===== src/rtl/regfile_pkg.sv =====
// Shared constants and the write-port record for the multi-port register file.
package regfile_pkg;

    localparam int DEF_WIDTH  = 32;
    localparam int DEF_DEPTH  = 32;
    localparam int DEF_ADDR_W = 5;
    localparam int ZERO_ADDR  = 0;

    typedef struct packed {
        logic [DEF_WIDTH-1:0]  data;
        logic [DEF_ADDR_W-1:0] addr;
        logic                  en;
    } wr_port_t;

endpackage


===== src/rtl/regfile_scoreboard.sv =====
// Per-register pending bits for in-flight results, plus a registered popcount.
module regfile_scoreboard
    import regfile_pkg::*;
#(
    parameter int DEPTH    = DEF_DEPTH,
    parameter int ADDR_W   = DEF_ADDR_W,
    parameter bit ZERO_REG = 1'b1
) (
    input  logic              clk,
    input  logic              rst_n,
    input  logic [ADDR_W-1:0] issue_addr,
    input  logic              issue_en,
    input  logic [ADDR_W-1:0] clr0_addr,
    input  logic              clr0_en,
    input  logic [ADDR_W-1:0] clr1_addr,
    input  logic              clr1_en,
    output logic [DEPTH-1:0]  pending,
    output logic [ADDR_W:0]   count
);

    logic [DEPTH-1:0] pend_nxt;
    logic [ADDR_W:0]  cnt_nxt;
    logic             issue_ok;

    assign issue_ok = issue_en &&
        !(ZERO_REG && issue_addr == ADDR_W'(ZERO_ADDR));

    // Issue is applied last: a new producer outranks a retiring one.
    always_comb begin
        pend_nxt = pending;
        if (clr0_en) pend_nxt[clr0_addr] = 1'b0;
        if (clr1_en) pend_nxt[clr1_addr] = 1'b0;
        if (issue_ok) pend_nxt[issue_addr] = 1'b1;
    end

    always_comb begin
        cnt_nxt = '0;
        for (int i = 0; i < DEPTH; i++)
            cnt_nxt = cnt_nxt + (ADDR_W+1)'(pend_nxt[i]);
    end

    always_ff @(posedge clk or negedge rst_n) begin
        if (!rst_n) begin
            pending <= '0;
            count   <= '0;
        end else begin
            pending <= pend_nxt;
            count   <= cnt_nxt;
        end
    end

endmodule


===== src/rtl/regfile_mp.sv =====
// Parametrised register file: NUM_RD read ports, two write ports,
// optional bypass and hardwired zero register, pending scoreboard.
module regfile_mp
    import regfile_pkg::*;
#(
    parameter int WIDTH    = DEF_WIDTH,
    parameter int DEPTH    = DEF_DEPTH,
    parameter int ADDR_W   = DEF_ADDR_W,
    parameter int NUM_RD   = 2,
    parameter bit ZERO_REG = 1'b1,
    parameter bit BYPASS   = 1'b1
) (
    input  logic                     Clk,
    input  logic                     nReset,
    input  logic [WIDTH-1:0]         WriteData0,
    input  logic [ADDR_W-1:0]        WriteRegister0,
    input  logic                     wEnable0,
    input  logic [WIDTH-1:0]         WriteData1,
    input  logic [ADDR_W-1:0]        WriteRegister1,
    input  logic                     wEnable1,
    input  logic [NUM_RD*ADDR_W-1:0] ReadRegister,
    output logic [NUM_RD*WIDTH-1:0]  ReadData,
    output logic [NUM_RD-1:0]        ReadPending,
    input  logic [ADDR_W-1:0]        IssueRegister,
    input  logic                     IssueEnable,
    output logic                     WriteCollision,
    output logic [ADDR_W:0]          PendingCount
);

    logic [WIDTH-1:0] mem [DEPTH];
    logic [DEPTH-1:0] pending;
    logic             we0, we1;
    logic             fwd0, fwd1;

    assign we0 = wEnable0 &&
        !(ZERO_REG && WriteRegister0 == ADDR_W'(ZERO_ADDR));
    assign we1 = wEnable1 &&
        !(ZERO_REG && WriteRegister1 == ADDR_W'(ZERO_ADDR));

    // Forwarding is suppressed in reset so every read port shows zero.
    assign fwd0 = BYPASS && we0 && nReset;
    assign fwd1 = BYPASS && we1 && nReset;

    always_ff @(posedge Clk or negedge nReset) begin
        if (!nReset) begin
            for (int i = 0; i < DEPTH; i++)
                mem[i] <= '0;
            WriteCollision <= 1'b0;
        end else begin
            if (we0) mem[WriteRegister0] <= WriteData0;
            if (we1) mem[WriteRegister1] <= WriteData1;
            WriteCollision <= we0 && we1 &&
                (WriteRegister0 == WriteRegister1);
        end
    end

    for (genvar i = 0; i < NUM_RD; i++) begin : g_rd
        logic [ADDR_W-1:0] ra;
        logic              is_zero;
        logic              hit0, hit1;

        assign ra      = ReadRegister[i*ADDR_W +: ADDR_W];
        assign is_zero = ZERO_REG && ra == ADDR_W'(ZERO_ADDR);
        assign hit0    = fwd0 && WriteRegister0 == ra;
        assign hit1    = fwd1 && WriteRegister1 == ra;

        assign ReadData[i*WIDTH +: WIDTH] =
            is_zero ? '0 :
            hit1    ? WriteData1 :
            hit0    ? WriteData0 :
                      mem[ra];

        assign ReadPending[i] = pending[ra] && !(hit0 || hit1);
    end

    regfile_scoreboard #(
        .DEPTH    (DEPTH),
        .ADDR_W   (ADDR_W),
        .ZERO_REG (ZERO_REG)
    ) u_sb (
        .clk        (Clk),
        .rst_n      (nReset),
        .issue_addr (IssueRegister),
        .issue_en   (IssueEnable),
        .clr0_addr  (WriteRegister0),
        .clr0_en    (we0),
        .clr1_addr  (WriteRegister1),
        .clr1_en    (we1),
        .pending    (pending),
        .count      (PendingCount)
    );

endmodule


===== config.mk =====
export PLATFORM = sky130hd
export DESIGN_NAME = regfile_mp
export DESIGN_NICKNAME = d
export VERILOG_FILES = /design/src/rtl/regfile_pkg.sv /design/src/rtl/regfile_scoreboard.sv /design/src/rtl/regfile_mp.sv
export SDC_FILE = /design/constraint.sdc
export NUM_CORES = 2
export LEC_CHECK = 0
export ABC_CLOCK_PERIOD_IN_PS = 7000
export BUFFER_PORTS_ARGS = -buffer_cell sky130_fd_sc_hd__buf_2
export CAP_MARGIN = 20
export CORE_MARGIN = 2
export CORE_UTILIZATION = 45
export CTS_CLUSTER_SIZE = 24
export DETAILED_ROUTE_END_ITERATION = 8
export PLACE_DENSITY = 0.64
export SYNTH_ARGS = -nofsm -noshare
export SYNTH_HDL_FRONTEND = slang
export SYNTH_HIERARCHICAL = 1
export SYNTH_SLANG_ARGS = --single-unit

===== constraint.sdc =====
create_clock -name Clk -period 7 [get_ports Clk]
set_clock_uncertainty 0.05 [all_clocks]
set_input_delay 0.7 -clock Clk [delete_from_list [all_inputs] [get_ports Clk]]
set_output_delay 0.7 -clock Clk [all_outputs]
set_load 0.01 [all_outputs]

==> metrics.txt <==
measured slew at the worst slew-check pin 1.29 ns; delay-heaviest family, CP adder cells; Slew headroom ~14%; hold endpoint mem[1015]; Worst-Skew Late Latency approximately 0.75 ns; # DRC 0; Final Hold Fails 0; Syn-to-layout area delta 8.20%; most frequent CP cell fa_1; switching fraction of total power 33.1%; Flop pwr share between 30% and 40%; Die ar. roughly 160000 µm²; distinct cell type count after synthesis 68; drt wl/cell ~33 µm; reg2reg path depth 15; Reg clk slew, reported paths about 0.06 ns; max-cap check violation count 0; largest buffer count on any clock path 3; Final period util between 80% and 90%; ys async rst share 100%; via count about 58k; Warnings, synthesis 6; CP Capture Type flop; FF-to-FF setup slack between 1.5 and 2 ns; num ports 167; Worst VDD drop roughly 520 µV; cells after synthesis about 6.9k; most frequent cells in the layout dfrtp_1 (1063), mux2i_1 (1046), nor2_1 (971); Power Density just over 300 nW/µm²; setup TNS 0 ns; most common cell after layout, fill and taps aside dfrtp_1; hold-critical path depth 0; Final Max Slew Viols 0; Synth Area per Inst roughly 10 µm²; status completed; first-pass GRT wire length between 400000 and 500000 µm; Slowest cell on crit path fa_1; Max stage delay on crit path ~0.58 ns; Port Buf Inserts approximately 170; Min-Delay Path Class flop to flop; Yosys top cell area share 38.2%; Iter 0 DRT Violations just under 8k; H-tree depth 3; drt first pass iters 6; Post-synth EDFFs 0; CTS Buf Count around 120; global-route usage over all layers about a third; mapped cell area about 70000 µm²; largest net degree at the start of global routing approximately 160; Crit Reg-Reg Startpoint u_sb/pending[25]; Placed Area about 70000 µm²; post-synthesis sequential area ratio around two fifths; ranking of synthesized cells by area dfrtp_1 (38%), mux4_2 (17%), mux2i_1 (15%); worst hold start mem[1015]; crit path launch type input port; Synth Register Bits roughly 1.1k; Routed WL roughly 280000 µm; number of post-CTS setup repair buffers 0; initial antenna violation count 35; fmax between 0.15 and 0.2 GHz; Synth Flop Type dfrtp_1; Synth Net Count around 7.0k; P_leak a little over 30 nW; Congestion Overflow GR 0; final setup violation count 0; Worst EP required between 7 and 8 ns; share of layout cells above drive strength 1 between 15 and 20%; Nets roughly 6.6k; vias per inst between 6 and 7; Die X-Extent around 400 µm; Clk pwr share between 20% and 30%; Core Rows about 140; Setup CP Type input port to flop; reg2reg end u_sb/count[4]; vias in the first global route between 50k and 60k; Sink Count around 1.1k; Comb pwr share a little under a third; Die Span Y approximately 400 µm; WP buf/inv 4; TritonCTS clock tree built; switching power 0.00751 W; Filler cells approximately 14k; RSZ-0062 raised after global routing no; Yosys top cell by area dfrtp_1; Detail Route Antenna Nets 0; Critical Path AT around 6.5 ns; fin area between 70000 and 80000 µm²; Final HPWL DP 158000 µm; internal power 0.0152 W; Initial Util a little under half; Final Util between 40% and 50%; core area 154000 µm²; CP max FO 14; final period demand of the worst path around 5.9 ns; WHS 0.344 ns; Final GP Congestion about 0.9; root buffer cell clkbuf_16; critical path, cell by cell buf_2 -> nor2_2 -> a21boi_1 -> and3b_1 -> nand2_1 -> a32oi_1 -> fa_1 -> fa_1 -> inv_1 -> fa_1 -> fa_1 -> fa_1 -> fa_1 -> ha_1 -> inv_1 -> fa_1 -> inv_1 -> a21o_1 -> a21oi_1 -> xnor2_1
## routing by layer
metal  part of all wire, %  vias to the layer above  global-route usage (%)
li1                      -                    24200                       -
met1                    36                    28700                    44.1
met2                    43                     4224                    51.7
met3                    14                     1131                    12.7
met4                   7.4                       28                    22.5
met5                 0.066                        -                       0
## cell type report
| type | instances | area (µm²) | share of cell area [%] |
|---|---|---|---|
| Inverter | 59 | 221 | 0.294 |
| Tap cell | 2044 | 2560 | 3.40 |
| Clock buffer | 168 | 3430 | 4.56 |
| Clock inverter | 50 | 598 | 0.795 |
| Timing Repair Buffer | 319 | 2290 | 3.04 |
| Multi-Input combinational cell | 4906 | 39500 | 52.5 |
| Antenna cell | 22 | 55.1 | 0.0731 |
| Sequential cell | 1063 | 26600 | 35.3 |
## sequential cells by signal (all words and copies together) (netlist names)
signal	cells
WriteCollision	1
mem	1024
u_sb/pending	32
u_sb/count	6
## power groups by stage
stage,registers (W),clock network (W),logic (W)
after global routing,0.00915,0.00688,0.00780
final,0.00898,0.00661,0.00712
after floorplan,0.00861,0,0.00543
after detailed placement,0.00901,0,0.00707
after CTS,0.00893,0.00663,0.00708
after global placement,0.00891,0,0.00690
## worst max-delay path by stage
stage | startpoint | endpoint | slack [ns] | cells after the start
finish | WriteRegister1[0] | u_sb/count[4] | 1.09 | 20
global route | WriteRegister1[0] | u_sb/count[4] | 0.76 | 20
CTS | WriteRegister1[0] | u_sb/count[4] | 1.12 | 20
detailed placement | WriteRegister1[0] | u_sb/count[4] | 0.34 | 20
global placement | WriteRegister1[0] | u_sb/count[4] | 0.42 | 21
floorplan | WriteRegister0[0] | u_sb/count[4] | 0.37 | 24
## metrics by stage
stage | total power (W) | cells | worst slack (ns)
2_1_floorplan | 0.0140 | 6884 | 0.370
3_3_place_gp | 0.0158 | 8384 | 0.424
3_5_place_dp | 0.0161 | 8386 | 0.336
4_1_cts | 0.0226 | 8605 | 1.12
5_1_grt | 0.0238 | 8619 | 0.762
6_report | 0.0227 | 8631 | 1.09
## what timing repair did
action / in CTS / in global routing
hold endpoints to repair: 69 / 0
resized for setup: 0 / 0
hold buffers: 1 / 0
setup endpoints to repair: 0 / 0
## logic make-up (layout without fill, tap and decap cells)
| kind of cell | after synthesis | after routing | share of synthesized area [%] |
|---|---|---|---|
| AO/OA/AOI/OAI | 1463 | 1463 | 11.2 |
| XOR/XNOR | 28 | 28 | 0.352 |
| adder cells (fa/ha/maj) | 31 | 31 | 0.816 |
| buffers and inverters | 915 | 596 | 5.65 |
| flip-flops | 1063 | 1063 | 38.2 |
| multiplexers | 1579 | 1579 | 32.3 |
| other | 0 | 22 | 0 |
| AND/OR/NAND/NOR | 1805 | 1805 | 11.5 |
## cells in the mapped netlist, types with 6 or more instances
cell         n
dfrtp_1   1063
mux2i_1   1046
nor2_1     995
a21oi_1    953
mux4_2     531
clkbuf_1   517
nand2_1    449
o21ai_0    360
buf_2      157
nor4_1     124
buf_1      107
nand4_1     69
buf_4       66
a32oi_1     62
nor4b_1     62
inv_1       59
fa_1        24
o21ai_1     23
xor2_1      22
a22o_1      18
a22oi_1     16
a32o_1      14
nor3_1      12
nand2b_1    11
and3_1       9
nor2b_1      9
buf_6        7
ha_1         7
nand3_1      7
nand3b_1     7
nor3_2       7
xnor2_1      6
Note: power is estimated with default switching activity, not from simulation.
